## src/rtl/xorshift_matrix_filler.sv

```systemverilog
// xorshift_matrix_filler: fills an R x C matrix row-major with signed random elements in [min,max],
// consuming NUM_LANES xorshift32 words per fetch and writing through a valid/ready port.
module xorshift_matrix_filler #(
  parameter int NUM_LANES  = 4,
  parameter int ELEM_WIDTH = 16,
  parameter int MAX_DIM    = 32,
  parameter int ADDR_WIDTH = 10
) (
  input  logic                  clk,
  input  logic                  rst_n,
  input  logic                  start_i,
  input  logic [5:0]            rows_i,
  input  logic [5:0]            cols_i,
  input  logic [ELEM_WIDTH-1:0] min_val_i,
  input  logic [ELEM_WIDTH-1:0] max_val_i,
  input  logic [31:0]           rand_in_i [NUM_LANES],
  output logic                  rng_next_o,
  output logic                  wr_valid_o,
  input  logic                  wr_ready_i,
  output logic [ADDR_WIDTH-1:0] wr_addr_o,
  output logic [5:0]            wr_row_o,
  output logic [5:0]            wr_col_o,
  output logic [ELEM_WIDTH-1:0] wr_data_o,
  output logic                  busy_o,
  output logic                  done_o,
  output logic                  err_o
);
  localparam int EW = ELEM_WIDTH;
  localparam int LW = NUM_LANES > 1 ? $clog2(NUM_LANES) : 1;
  typedef enum logic [2:0] {IDLE, CHECK, LOAD, EMIT, DONE} state_t;
  state_t state_q, state_d;
  logic [5:0] rows_q, rows_d, cols_q, cols_d, row_q, row_d, col_q, col_d;
  logic [EW-1:0] min_q, min_d, max_q, max_d, data_q, data_d;
  logic [EW-1:0] buf_q [NUM_LANES];
  logic [EW-1:0] buf_d [NUM_LANES];
  logic [ADDR_WIDTH-1:0] addr_q, addr_d;
  logic [LW-1:0] lane_q, lane_d, lane_n;
  logic [EW:0] span;
  logic bad, last, col_wrap;
  logic [NUM_LANES-1:0] unused_lo;
  // Only the top EW bits of each PRNG word feed the mapping.
  function automatic logic [EW-1:0] map_h(input logic [EW-1:0] h, input logic [EW-1:0] lo,
                                          input logic [EW:0] s);
    logic [2*EW:0] p;
    p = (2*EW+1)'(h) * (2*EW+1)'(s);
    return lo + EW'(p >> EW);
  endfunction
  always_comb for (int i = 0; i < NUM_LANES; i++) unused_lo[i] = ^rand_in_i[i][31-EW:0];
  assign span = {max_q[EW-1], max_q} - {min_q[EW-1], min_q} + {{EW{1'b0}}, 1'b1};
  assign bad = rows_q == 6'd0 || cols_q == 6'd0 || rows_q > 6'(MAX_DIM) || cols_q > 6'(MAX_DIM) ||
               $signed(min_q) > $signed(max_q);
  assign last = row_q == rows_q - 6'd1 && col_q == cols_q - 6'd1;
  assign col_wrap = col_q == cols_q - 6'd1;
  assign lane_n = lane_q + 1'b1;
  assign rng_next_o = state_q == LOAD;
  assign wr_valid_o = state_q == EMIT;
  assign busy_o = state_q != IDLE;
  assign done_o = state_q == DONE;
  assign wr_addr_o = addr_q;
  assign wr_row_o = row_q;
  assign wr_col_o = col_q;
  assign wr_data_o = data_q;
  always_comb begin
    state_d = state_q;
    rows_d = rows_q;
    cols_d = cols_q;
    min_d = min_q;
    max_d = max_q;
    buf_d = buf_q;
    lane_d = lane_q;
    row_d = row_q;
    col_d = col_q;
    addr_d = addr_q;
    data_d = data_q;
    err_o = 1'b0;
    case (state_q)
      IDLE: if (start_i) begin
        state_d = CHECK;
        rows_d = rows_i;
        cols_d = cols_i;
        min_d = min_val_i;
        max_d = max_val_i;
        row_d = '0;
        col_d = '0;
        addr_d = '0;
      end
      CHECK: begin
        err_o = bad;
        state_d = bad ? IDLE : LOAD;
      end
      LOAD: begin
        for (int i = 0; i < NUM_LANES; i++) buf_d[i] = rand_in_i[i][31 -: EW];
        lane_d = '0;
        data_d = map_h(rand_in_i[0][31 -: EW], min_q, span);
        state_d = EMIT;
      end
      EMIT: if (wr_ready_i) begin
        if (last) state_d = DONE;
        else begin
          col_d = col_wrap ? 6'd0 : col_q + 6'd1;
          row_d = col_wrap ? row_q + 6'd1 : row_q;
          addr_d = addr_q + 1'b1;
          lane_d = lane_n;
          // Refetch once the buffered lanes are used up; otherwise present the next lane now.
          if (lane_q == LW'(NUM_LANES - 1)) state_d = LOAD;
          else data_d = map_h(buf_q[lane_n], min_q, span);
        end
      end
      DONE: state_d = IDLE;
      default: state_d = IDLE;
    endcase
  end
  always_ff @(posedge clk or negedge rst_n) begin
    if (!rst_n) begin
      state_q <= IDLE;
      rows_q <= '0;
      cols_q <= '0;
      min_q <= '0;
      max_q <= '0;
      for (int i = 0; i < NUM_LANES; i++) buf_q[i] <= '0;
      lane_q <= '0;
      row_q <= '0;
      col_q <= '0;
      addr_q <= '0;
      data_q <= '0;
    end else begin
      state_q <= state_d;
      rows_q <= rows_d;
      cols_q <= cols_d;
      min_q <= min_d;
      max_q <= max_d;
      buf_q <= buf_d;
      lane_q <= lane_d;
      row_q <= row_d;
      col_q <= col_d;
      addr_q <= addr_d;
      data_q <= data_d;
    end
  end
endmodule

```

## config.mk

```make
export PLATFORM = sky130hd
export DESIGN_NAME = xorshift_matrix_filler
export DESIGN_NICKNAME = d
export VERILOG_FILES = /design/src/rtl/xorshift_matrix_filler.sv
export SDC_FILE = /design/constraint.sdc
export NUM_CORES = 2
export LEC_CHECK = 0
export ABC_AREA = 1
export CAP_MARGIN = 20
export CORE_UTILIZATION = 60
export CTS_BUF_LIST = sky130_fd_sc_hd__clkbuf_2
export DETAILED_ROUTE_END_ITERATION = 10
export GPL_TIMING_DRIVEN = 0
export MAX_ROUTING_LAYER = met4
export PLACE_DENSITY_LB_ADDON = 0.15
export SKIP_CTS_REPAIR_TIMING = 1
export SLEW_MARGIN = 25
export SYNTH_ARGS = -nofsm -noshare
export SYNTH_HDL_FRONTEND = slang
export SYNTH_SLANG_ARGS = --single-unit
```

## constraint.sdc

```tcl
create_clock -name clk -period 12.3 [get_ports clk]
set_input_delay 1.23 -clock clk [delete_from_list [all_inputs] [get_ports clk]]
set_output_delay 1.23 -clock clk [all_outputs]
set_load 0.02 [all_outputs]
```

==> impl_metrics.env <==
export IMPL_arrival_ps=12040
export IMPL_place_hpwl_mm=71.0
export IMPL_finalSetupViolations=0
export IMPL_cp_common_cell="nand2_1"
export IMPL_synthDistinctLibCells=52
export IMPL_die_w_um=213
export IMPL_clock_skew_ps=39.0
export IMPL_via_per_inst=5.67
export IMPL_drc_errors=0
export IMPL_grt_setup_unrepaired="false"
export IMPL_die_h_um=213
export IMPL_critPathTopFamily="adder cells"
export IMPL_synth_top_family_by_area="adder cells"
export IMPL_syn_avg_cell_area_um2=7.71
export IMPL_vias=24000
export IMPL_cts_tree="yes"
export IMPL_area_growth_pct=9.25
export IMPL_drt_initial_drc_count=2385
export IMPL_finalHoldViolCount=0
export IMPL_firstDrtPassIters=9
export IMPL_clock_fmax_mhz=88.5
export IMPL_cpPeakStageDelay_ps=720
export IMPL_cts_buffer_depth=2
export IMPL_io_pins=219
export IMPL_synthFlopType="dfrtp_1"
export IMPL_fin_crit_sh_pct=91.9
export IMPL_criticalPathCategory="flop to flop"
export IMPL_synth_enable_flop_cells=0
export IMPL_drv_cap=0
export IMPL_worstPathRequired_ps=13040
export IMPL_synth_area_mux_share_pct=0.211
export IMPL_initial_core_util_pct=61.3
export IMPL_htree_levels=4
export IMPL_grt_max_degree=79
export IMPL_synth_simple_area_share_pct=21.1
export IMPL_clkLatencyLatePin_ps=840
export IMPL_critPathMaxFanout=10
export IMPL_core_um2=43500
export IMPL_synth_compound_area_share_pct=6.75
export IMPL_crit_path_top_delay_cell="clkbuf_1"
export IMPL_synth_async_sr_flop_share_pct=100
export IMPL_status="complete, no violations"
export IMPL_antenna_found_initial=4
export IMPL_grt_pass1_vias=24500
export IMPL_seq_area_um2=3780
export IMPL_globalRouteOverflowTotal=0
export IMPL_drt_total_wl_mm=85.2
export IMPL_period_minus_slack_ps=11300
export IMPL_numCtsBuffers=17
export IMPL_maxSlewHeadroom_pct=30.7
export IMPL_antenna_left=0
export IMPL_ys_warn_count=0
export IMPL_fill_cells=3881
export IMPL_clockRootBuffer="clkbuf_2"
export IMPL_postSynthCellCount=3459
export IMPL_ys_ff_latch=151
export IMPL_track_usage_pct=40.8
export IMPL_critPathLaunchType="flop"
export IMPL_hp_class="primary input to asynchronous set/reset pin"
export IMPL_worst_path_buf_inv=7
export IMPL_grt_pass1_wl_mm=133
export IMPL_layout_common_cells="836 x nand2_1, 712 x inv_1, 414 x fa_1"
export IMPL_drive_gt1_share_pct=3.21
export IMPL_tightest_slew_ps=1040
export IMPL_synth_xor_area_share_pct=2.09
export IMPL_syn_nets=4313
export IMPL_ys_seq_area_share_pct=14.2
export IMPL_end_kind="flop"
export IMPL_nets=4483
export IMPL_wl_per_cell_um=20.1
export IMPL_synthAdderAreaFrac_pct=43.5
export IMPL_dieArea_um2=45300
export IMPL_syn_area_um2=26700
export IMPL_cts_clk_slew_worst_paths_ps=250
export IMPL_rows=76
export IMPL_cts_sinks=151
export IMPL_multi_input_area_um2=19600
export IMPL_portBuffers=148
export IMPL_finalMaxSlewViolations=0
export IMPL_timing_setup_tns_ps=0
export IMPL_final_common_cell="nand2_1"
export IMPL_gp_congestion=1.05
Yosys cell counts, types with 3 or more instances:
cell type | count | share of area [%]
xnor2_1 | 30 | 0.99
a31oi_1 | 15 | 0.35
nand3b_1 | 3 | 0.084
a32oi_1 | 4 | 0.13
nand4_1 | 11 | 0.26
a21boi_0 | 5 | 0.14
inv_1 | 712 | 10
nand3_1 | 119 | 2.2
ha_1 | 264 | 12
nor2_1 | 334 | 4.7
buf_1 | 8 | 0.11
buf_2 | 13 | 0.24
nand2_2 | 4 | 0.094
nand2_1 | 836 | 12
mux2_2 | 5 | 0.21
xor2_1 | 31 | 1.0
fa_1 | 414 | 31
o21ai_0 | 109 | 2.0
nor4_1 | 7 | 0.16
o21bai_1 | 10 | 0.28
clkinv_1 | 6 | 0.084
a21oi_1 | 161 | 3.0
nor3_1 | 20 | 0.38
clkbuf_1 | 95 | 1.3
a21o_1 | 9 | 0.25
buf_6 | 7 | 0.30
o21ai_1 | 3 | 0.056
inv_2 | 3 | 0.042
or2_2 | 37 | 0.87
o211ai_1 | 4 | 0.11
dfrtp_1 | 151 | 14
registers in the layout (all words and copies together) (netlist names):
signal and cells:
cols_q 6, max_q 16, rows_q 6, wr_data_o 16
wr_row_o 6, lane_q 2, min_q 16, wr_addr_o 10
state_q 3, buf_q 64, wr_col_o 6
worst reg2reg max path, delay by kind of cell, from the launching register on:
kind / cells / cell delay (ps)
compound gates: 8 / 2570
flops: 1 / 440
buf+inv: 7 / 1180
simple gates: 22 / 2520
fa+ha+maj: 10 / 4500
logic make-up (layout without fill, tap and decap cells):
logic type / Yosys count / in the layout
fa+ha+maj: 678 / 678
mux: 5 / 5
compound gates: 331 / 331
flops: 151 / 151
other cells: 0 / 4
buf+inv: 847 / 1029
xor+xnor: 62 / 62
simple gates: 1385 / 1385
through the flow:
step	instance area [um2]	setup WS, ps	utilization (%)	hold slack, ps	std cells
after global placement	28900	1350	66.4	453	4192
after floorplan	26700	3760	-	434	3459
final	29100	1000	67.0	304	4230
after detailed placement	28900	1220	66.5	458	4195
after global routing	29100	439	67.0	323	4230
after CTS	29100	1210	67.0	301	4226
per-layer routing:
metal  GRT usage, %  wire length, um
met4           25.9             6550
met3           9.00             7950
met1           49.6            32900
met5              -                0
met2           61.8            37800
path summary, 6_finish.rpt:
kind | start | endpoint | slack (ps) | cells past startpoint
max reg2reg | min_q[2]$_DFFE_PN0P_ | wr_data_o[15]$_DFFE_PN0P_ | 1000 | 47
max | min_q[2]$_DFFE_PN0P_ | wr_data_o[15]$_DFFE_PN0P_ | 1000 | 47
max in group asynchronous | rst_n | wr_data_o[4]$_DFFE_PN0P_ | 11170 | 2
min | rst_n | buf_q[6]$_DFFE_PN0P_ | 300 | 1
min in group clk | buf_q[12]$_DFFE_PN0P_ | buf_q[12]$_DFFE_PN0P_ | 510 | 2
min reg2reg | buf_q[12]$_DFFE_PN0P_ | buf_q[12]$_DFFE_PN0P_ | 510 | 2
area by class of cell:
cell class / instances / share of cell area (%)
multi-input cells: 2461 / 67.4
repair buffers: 151 / 5.23
plain buffers: 125 / 1.87
flip-flops and latches: 151 / 13.0
clock inverters: 14 / 0.399
clock buffers: 17 / 0.292
well taps: 585 / 2.51
inverters: 722 / 9.32
diodes: 4 / 0.0344
Power is left out: the tool's default activity adds up to more than one toggle a clock period on the data nets, which glitch-free logic cannot reach.
